## src/rtl/regfile_pkg.sv

```systemverilog
// regfile_pkg
//   Shared definitions for the scrubbed register file: default geometry,
//   the CLEAR/RUN state encoding and the index of the last scrubbed entry.
package regfile_pkg;

  localparam int DEFAULT_WIDTH  = 32;
  localparam int DEFAULT_ADDR_W = 5;

  // CLEAR: storage is being zeroed, file unusable. RUN: normal operation.
  typedef enum logic {
    CLEAR = 1'b0,
    RUN   = 1'b1
  } scrub_state_e;

  // Highest entry index for a given address width (2^aw - 1).
  function automatic int last_scrub_idx(input int aw);
    return (1 << aw) - 1;
  endfunction

  localparam int LAST_SCRUB_IDX = last_scrub_idx(DEFAULT_ADDR_W);

endpackage

```

## src/rtl/regfile_scrub_fsm.sv

```systemverilog
// regfile_scrub_fsm
//   Reset scrub sequencer. After every reset it walks entries 1..2^ADDR_W-1,
//   asking the top level to clear one entry per clock, then enters RUN and
//   raises ready. Entry 0 is never stored, so the walk starts at 1.
// Ports:
//   clk        in   clock, rising edge
//   rst_n      in   synchronous active-low reset
//   ready      out  high in RUN (scrub complete)
//   scrub_we   out  request to clear entry scrub_addr this cycle
//   scrub_addr out  entry to clear (ClrPtr)
//   state      out  current sequencer state, for observation
module regfile_scrub_fsm
  import regfile_pkg::*;
#(
  parameter int ADDR_W = DEFAULT_ADDR_W
) (
  input  logic              clk,
  input  logic              rst_n,
  output logic              ready,
  output logic              scrub_we,
  output logic [ADDR_W-1:0] scrub_addr,
  output scrub_state_e      state
);

  localparam logic [ADDR_W-1:0] LAST = ADDR_W'(last_scrub_idx(ADDR_W));

  scrub_state_e      state_q, state_d;
  logic [ADDR_W-1:0] clr_ptr_q, clr_ptr_d;

  // State register and clear pointer.
  always_ff @(posedge clk) begin
    if (!rst_n) begin
      state_q   <= CLEAR;
      clr_ptr_q <= ADDR_W'(1);
    end else begin
      state_q   <= state_d;
      clr_ptr_q <= clr_ptr_d;
    end
  end

  // Next state: advance the pointer each CLEAR cycle; leave CLEAR on the
  // cycle that clears the last entry.
  always_comb begin
    state_d   = state_q;
    clr_ptr_d = clr_ptr_q;
    case (state_q)
      CLEAR: begin
        clr_ptr_d = clr_ptr_q + ADDR_W'(1);
        if (clr_ptr_q == LAST) begin
          state_d = RUN;
        end
      end
      RUN: begin
        state_d = RUN;
      end
      default: begin
        state_d = CLEAR;
      end
    endcase
  end

  // Outputs depend on registered state only, so ready moves on edges only.
  always_comb begin
    ready      = 1'b0;
    scrub_we   = 1'b0;
    scrub_addr = clr_ptr_q;
    case (state_q)
      CLEAR:   scrub_we = 1'b1;
      RUN:     ready    = 1'b1;
      default: ;
    endcase
  end

  assign state = state_q;

endmodule

```

## src/rtl/regfile_scrub.sv

```systemverilog
// regfile_scrub
//   2-read / 1-write register file, 2^ADDR_W x WIDTH, register 0 reads as 0.
//   After reset the storage is scrubbed to zero one entry per cycle; Ready
//   rises when the file is usable. Reads are combinational.
// Handshake: there is no valid/ready pairing on writes; a write is accepted
//   on any rising edge where Ready=1, RegWrite=1 and WriteRegister!=0.
//   While Ready=0 writes are ignored and both read ports return 0.
// Ports:
//   Clk, Reset_n            clock and synchronous active-low reset
//   ReadRegister1/2         read addresses
//   ReadData1/2             read data (combinational)
//   WriteRegister/WriteData write address and data
//   RegWrite                write enable, active high
//   Ready                   scrub complete
// Build option: define REGFILE_BYPASS_EN to forward WriteData to a read port
//   addressing the register being written in the same cycle (RUN only).
module regfile_scrub
  import regfile_pkg::*;
#(
  parameter int WIDTH  = DEFAULT_WIDTH,
  parameter int ADDR_W = DEFAULT_ADDR_W
) (
  input  logic              Clk,
  input  logic              Reset_n,
  output logic [WIDTH-1:0]  ReadData1,
  output logic [WIDTH-1:0]  ReadData2,
  input  logic [WIDTH-1:0]  WriteData,
  input  logic [ADDR_W-1:0] ReadRegister1,
  input  logic [ADDR_W-1:0] ReadRegister2,
  input  logic [ADDR_W-1:0] WriteRegister,
  input  logic              RegWrite,
  output logic              Ready
);

  localparam int DEPTH = 1 << ADDR_W;

  logic              scrub_we;
  logic [ADDR_W-1:0] scrub_addr;
  scrub_state_e      state;

  regfile_scrub_fsm #(.ADDR_W(ADDR_W)) u_fsm (
    .clk        (Clk),
    .rst_n      (Reset_n),
    .ready      (Ready),
    .scrub_we   (scrub_we),
    .scrub_addr (scrub_addr),
    .state      (state)
  );

  logic [WIDTH-1:0] mem [DEPTH];

  logic              user_we;
  logic              mem_we;
  logic [ADDR_W-1:0] mem_addr;
  logic [WIDTH-1:0]  mem_wdata;

  // Scrub has priority; user writes are only possible once in RUN anyway.
  // Nothing is stored on a reset edge: the contents are being discarded.
  assign user_we   = (state == RUN) && RegWrite && (WriteRegister != '0);
  assign mem_we    = Reset_n && (scrub_we || user_we);
  assign mem_addr  = scrub_we ? scrub_addr : WriteRegister;
  assign mem_wdata = scrub_we ? '0 : WriteData;

  always_ff @(posedge Clk) begin
    if (mem_we) begin
      mem[mem_addr] <= mem_wdata;
    end
  end

  // Read port 1.
  always_comb begin
    ReadData1 = '0;
    if ((state == RUN) && (ReadRegister1 != '0)) begin
      ReadData1 = mem[ReadRegister1];
`ifdef REGFILE_BYPASS_EN
      if (user_we && (ReadRegister1 == WriteRegister)) begin
        ReadData1 = WriteData;
      end
`endif
    end
  end

  // Read port 2.
  always_comb begin
    ReadData2 = '0;
    if ((state == RUN) && (ReadRegister2 != '0)) begin
      ReadData2 = mem[ReadRegister2];
`ifdef REGFILE_BYPASS_EN
      if (user_we && (ReadRegister2 == WriteRegister)) begin
        ReadData2 = WriteData;
      end
`endif
    end
  end

endmodule

```

## config.mk

```make
export PLATFORM = sky130hd
export DESIGN_NAME = regfile_scrub
export DESIGN_NICKNAME = d
export VERILOG_FILES = /design/src/rtl/regfile_pkg.sv /design/src/rtl/regfile_scrub_fsm.sv /design/src/rtl/regfile_scrub.sv
export SDC_FILE = /design/constraint.sdc
export NUM_CORES = 1
export LEC_CHECK = 0
export BUFFER_PORTS_ARGS = -buffer_cell sky130_fd_sc_hd__buf_2
export CAP_MARGIN = 20
export CORE_MARGIN = 8
export CORE_UTILIZATION = 49
export CTS_BUF_LIST = sky130_fd_sc_hd__clkbuf_2 sky130_fd_sc_hd__clkbuf_4 sky130_fd_sc_hd__clkbuf_8
export DETAILED_ROUTE_END_ITERATION = 16
export MAX_ROUTING_LAYER = met4
export PLACE_DENSITY = 0.61
export SLEW_MARGIN = 30
export SYNTH_ARGS = -nofsm -noshare
export SYNTH_HDL_FRONTEND = slang
export SYNTH_HIERARCHICAL = 1
export SYNTH_SLANG_ARGS = --single-unit
```

## constraint.sdc

```tcl
create_clock -name Clk -period 7.03 [get_ports Clk]
set_clock_uncertainty 0.15 [all_clocks]
set_input_delay 1.7575 -clock Clk [delete_from_list [all_inputs] [get_ports Clk]]
set_output_delay 1.7575 -clock Clk [all_outputs]
set_load 0.03 [all_outputs]
```

Word level (Yosys, flattened, before mapping):

Memories as Yosys holds them, arrays and structs flattened.
Cells that the tools add are included.

* bits in writable memories: 1024
* flip-flop bits (word level): 6
* memories: 1
* input port bits: 50
* output and inout port bits: 65

* muxes and demuxes: 10
* equality and inequality tests: 1
* bitwise gates (word level): 1
* reductions and logical operators: 9
* add/sub/neg operators: 1

Memory list
* mem: depth 32, width 32, read ports 2, clocked after memory_dff 0, wr ports 1, RTL line regfile_scrub.sv:50 `logic [WIDTH-1:0] mem [DEPTH];`

Operators with widths (count)
* $mux 32: 3
* $reduce_bool 5->1: 3
* $add 5x1->5 const B: 1
* $eq 5x5->1 const B: 1
* $logic_and 1x1->1: 5
* $mux 1: 5
* $mux 5: 1
* $pmux 1 s2: 1
* $logic_or 1x1->1: 1
* $not 1->1: 1

Depth between registers and ports, before layout:

* depth after elaboration: 6
* mapped depth: 9
* depth with buffers taken out: 5

Hierarchy:

Netlist, hierarchy kept.

By module, submodules not included
* regfile_scrub: sequential area each 30749.5 um2, area each 47320.4 um2, times used 1, cells each 2325
* regfile_scrub_fsm: sequential area each 120.1 um2, area each 286.5 um2, times used 1, cells each 25

Worst setup path before layout:

No wires, ideal clock.

* path kind: input -> output
* from: input ReadRegister2[0]
* to: output ReadData2[19]
* arrival time: 3.571 ns
* required time: 5.122 ns
* cell stages on the path: 9
* path slack: 1.551 ns
* buffers on the path: 5
* cell sequence: buf_6 buf_6 buf_6 buf_4 buf_4 mux2i_1 o221ai_1 a211oi_1 nor3_1

* longest elaborated chain between the ends: 3
* elaborated cells on any way between the ends: 4
* classes of those cells: 1 x mux; 2 x reduce/logical; 1 x memory

RTL lines
* start: declaration: RTL line regfile_scrub.sv:29 `input logic [ADDR_W-1:0] ReadRegister2,`
* branches (longest 2 deep; another with $mem_v2 32x32)
* $mux 32 (*): RTL line regfile_scrub.sv:86 `if ((state == RUN) && (ReadRegister2 != '0)) begin`
* end: declaration: RTL line regfile_scrub.sv:26 `output logic [WIDTH-1:0] ReadData2,`

Every way passes the cells marked *.

Worst setup path after layout:

* from: input ReadRegister2[2]
* to: output ReadData2[14]

The elaborated chain is that of the path after synthesis.

==> Flow_metrics.wiki <==
{| class="wikitable"
! Metric !! Value
|-
| Count of unique library cells instantiated by Yosys || 46
|-
| Number of nets in the layout || approximately 2.6k
|-
| Port Buffers || ~110
|-
| Max Fanout on Critical Path || 34
|-
| Slew Limit Headroom || between 30% and 40%
|-
| Fmax || between 150 and 200 MHz
|-
| Via/cell ratio || about 7
|-
| Share of post-route cells with drive strength above 1 || between 30% and 40%
|-
| Detailed Routing Iterations Pass 1 || 5
|-
| CTS tree || yes
|-
| Number of flops mapped to enable cells by yosys || 1,024
|-
| Number of nets with antenna violations after detailed routing || 0
|-
| Syn Std Cell Area || around 48,000 um^2
|-
| Die Span Y || roughly 330 um
|-
| Non-filler instance count after layout || approximately 4.0k
|-
| Top area cells in the synthesized netlist || sky130_fd_sc_hd__edfxtp_1, sky130_fd_sc_hd__mux4_2, sky130_fd_sc_hd__mux2i_1, sky130_fd_sc_hd__o221ai_1, sky130_fd_sc_hd__a22o_1
|-
| Worst Path Arrival || between 4 and 5 ns
|-
| Power per unit of standard cell area || about 240 nW/um^2
|-
| CTS H-tree lvls || 4
|-
| Final period utilization || 92.1%
|-
| Remaining design rule violation count || 0
|-
| Pin slew with the least headroom to its limit || between 1 and 1.5 ns
|-
| Syn nets || roughly 2.4k
|-
| Global-route wire length before repair || 211,000 um
|-
| Worst hold margin || approximately 0.43 ns
|-
| Clock net sink count || 1,030
|-
| Worst Setup End Kind || output pin
|-
| Req. time, crit path || 5.12 ns
|-
| Total placed cells including tap cells || roughly 3.7k
|-
| Hold wc startpoint || u_fsm/scrub_addr[4]
|-
| RePlAce Congestion || 0.835
|-
| Master of the slowest instance on the critical path || sky130_fd_sc_hd__or3_2
|-
| Later-pin clock latency in the skew report || between 0.8 and 0.9 ns
|-
| Area Growth Syn to Fin || 13.5%
|-
| Number of buffers added by the clock tree synthesis step || around 170
|-
| Routed vias || around 28k
|-
| Synth top area share || approximately 65%
|-
| Most frequent cells after synthesis || sky130_fd_sc_hd__edfxtp_1, sky130_fd_sc_hd__mux4_2, sky130_fd_sc_hd__mux2i_1
|-
| Final critical path time including I/O delays and setup || about 6.5 ns
|-
| Number of warning messages in the yosys log || 6
|-
| Worst reg2reg path startpoint || u_fsm/state
|-
| Total wire length after detailed routing || 149,000 um
|-
| Hold-critical path depth || 2
|-
| Total setup violations reported at the end of the flow || 0
|-
| Depth of the most critical reg-to-reg path || 6
|-
| Pin count of the biggest net entering global routing || 82
|-
| Sum of net half-perimeters after detailed placement || 87,800 um
|-
| Delay-heaviest family, CP || simple AND/OR/NAND/NOR gates
|-
| Buffer count from post-CTS setup fixing || 0
|-
| Number of slew-limit violations in the final report || 0
|-
| Global-route usage over all layers || 28.4%
|-
| Number of top-level design ports || around 120
|-
| Critical Path Source Type || input port
|-
| Synthesis-stage register bit count || between 1k and 1.5k
|-
| Cells after synthesis || 2,350
|-
| Starting density of the core || between 40% and 50%
|-
| Result of the run || completed
|-
| Fill count || a little over 7k
|-
| Clock transition time at the flip-flop clock pins of the worst setup and hold paths || around 0.06 ns
|-
| Max Root-Sink Buffers || 3
|-
| Total Die Area || around 110,000 um^2
|-
| Accumulated negative setup slack || 0 ns
|-
| CTS resizes || 0
|-
| Congestion Overflow GR || 0
|-
| Sequential share of the synthesized area || 64.8%
|-
| R2R Setup Slk || around 2.4 ns
|-
| Critical path type || input port to output pin
|-
| Slowest Stage Delay on Critical Path || 0.82 ns
|-
| Drt initial violations || roughly 3.5k
|-
| Routed length per placed instance || approximately 38 um
|-
| Number of hold violations in the final report || 0
|-
| Cell at the root of the clock tree || sky130_fd_sc_hd__clkbuf_8
|-
| Dominant register cell in the synthesized netlist || sky130_fd_sc_hd__edfxtp_1
|-
| Capturing point of the worst reg2reg path || mem[1][10]
|-
| Placed Area || about 50,000 um^2
|-
| Library cell with the highest instance count after synthesis || sky130_fd_sc_hd__edfxtp_1
|-
| Worst min-delay path endpoint || u_fsm/scrub_addr[4]
|-
| Path type of the worst min-delay path || flop to flop
|-
| Die X-Extent || about 330 um
|-
| Leakage component of the power || 18.0 nW
|-
| Setup repair after global routing missed its margin || no
|-
| Finished Cell Area || 54,000 um^2
|-
| Area of the core region || 96,600 um^2
|-
| Number of antenna violations at the first check in global routing || 4
|-
| Largest area contributor in the synthesized netlist || sky130_fd_sc_hd__edfxtp_1
|-
| FFs w/ async S/R, synth || 0%
|-
| CP cell instances || buf_6 > or3_2 > buf_12 > o221ai_1 > a211oi_1 > nor3_1 > buf_4 > buf_2
|-
| Vias in the first global route || ~29k
|-
| Max cap viols || 0
|-
| Average cell area after synthesis || around 20 um^2
|-
| Count of hold-fix buffers inserted at cts || 0
|-
| Combined buffer and inverter count along the critical path || 4
|-
| VDD IR max || ~0.18 mV
|-
| Floorplan row count || between 100 and 150
|}
## report_power, final
group	internal [mW]	total [mW]	switching, mW
clock	2.80	5.23	2.43
combinational	0.406	0.904	0.498
sequential	6.71	6.74	0.0244
total	9.92	12.9	2.95
## cells in the final DEF, fill, tap and decap left out, drive strengths merged, types with 2 or more instances in the layout
master	instances
a2111oi	31
a211oi	31
a22o	62
and2	3
and3	2
buf	233
bufinv	7
clkbuf	220
clkinv	67
clkinvlp	5
dfxtp	6
diode	6
edfxtp	1024
ha	2
inv	12
mux2	2
mux2i	258
mux4	449
nand2	17
nand2b	4
nand3	4
nand3b	4
nand4b	2
nor2	33
nor2b	36
nor3	35
o221ai	64
o22a	32
o22ai	33
o32ai	2
or3b	2
xnor2	2
## routing by layer
layer  vias up  part of all wire (%)  GRT usage [%]
li1      10791                     -              -
met1     14770                    40           39.1
met2      1835                    46           42.0
met3       313                    11           6.29
met4         0                   3.4           9.77
met5         -                     0              -
## worst min-delay path: cells and delay by family, from the launching register on
family / cells / cell delay, ns
flops: 1 / 0.34
mux: 1 / 0.14
simple gates: 1 / 0.06
## worst max-delay path by stage
| stage | start | endpoint | slack, ns | depth (start not counted) |
|---|---|---|---|---|
| after global placement | ReadRegister2[0] | ReadData2[29] | 0.64 | 6 |
| after CTS | ReadRegister2[2] | ReadData2[17] | 0.61 | 7 |
| after global routing | ReadRegister2[0] | ReadData2[29] | 0.52 | 6 |
| after detailed placement | ReadRegister2[2] | ReadData2[17] | 0.62 | 7 |
| after floorplan | ReadRegister2[0] | ReadData2[19] | 1.55 | 9 |
| final | ReadRegister2[2] | ReadData2[14] | 0.55 | 8 |
## cell type report
| cell class | instances | area [um^2] | area share [%] |
|---|---|---|---|
| Sequential cell | 1030 | 30900 | 57.2 |
| Multi-Input combinational cell | 1120 | 16200 | 30.0 |
| Clock buffer | 220 | 2720 | 5.04 |
| Timing Repair Buffer | 233 | 1970 | 3.65 |
| Tap cell | 1276 | 1600 | 2.96 |
| Clock inverter | 87 | 614 | 1.14 |
| Inverter | 4 | 15.0 | 0.0278 |
| Antenna cell | 6 | 15.0 | 0.0278 |
## per-stage QoR
| stage | power (mW) | utilization (%) | worst slack [ns] |
|---|---|---|---|
| 6_report | 12.9 | 55.9 | 0.555 |
| 5_1_grt | 13.2 | 55.9 | 0.524 |
| 4_1_cts | 12.9 | 55.8 | 0.612 |
| 3_5_place_dp | 7.76 | 52.4 | 0.615 |
| 3_3_place_gp | 7.75 | 52.3 | 0.643 |
| 2_1_floorplan | 7.48 | - | 1.55 |
## flip-flops by register name, indices dropped and copies added (netlist names)
register and cells:
mem 1024, u_fsm/scrub_addr 5, u_fsm/state 1
## cells by family after synthesis
logic type / Yosys count / share of synthesized area, %
flip-flops: 1030 / 64.8
adder cells (fa/ha/maj): 2 / 0.0526
XOR/XNOR: 3 / 0.0552
AO/OA/AOI/OAI: 260 / 4.63
AND/OR/NAND/NOR: 146 / 1.63
multiplexers: 709 / 26.7
buffers and inverters: 200 / 2.08
No activity file was read; power rests on OpenSTA's default activity.
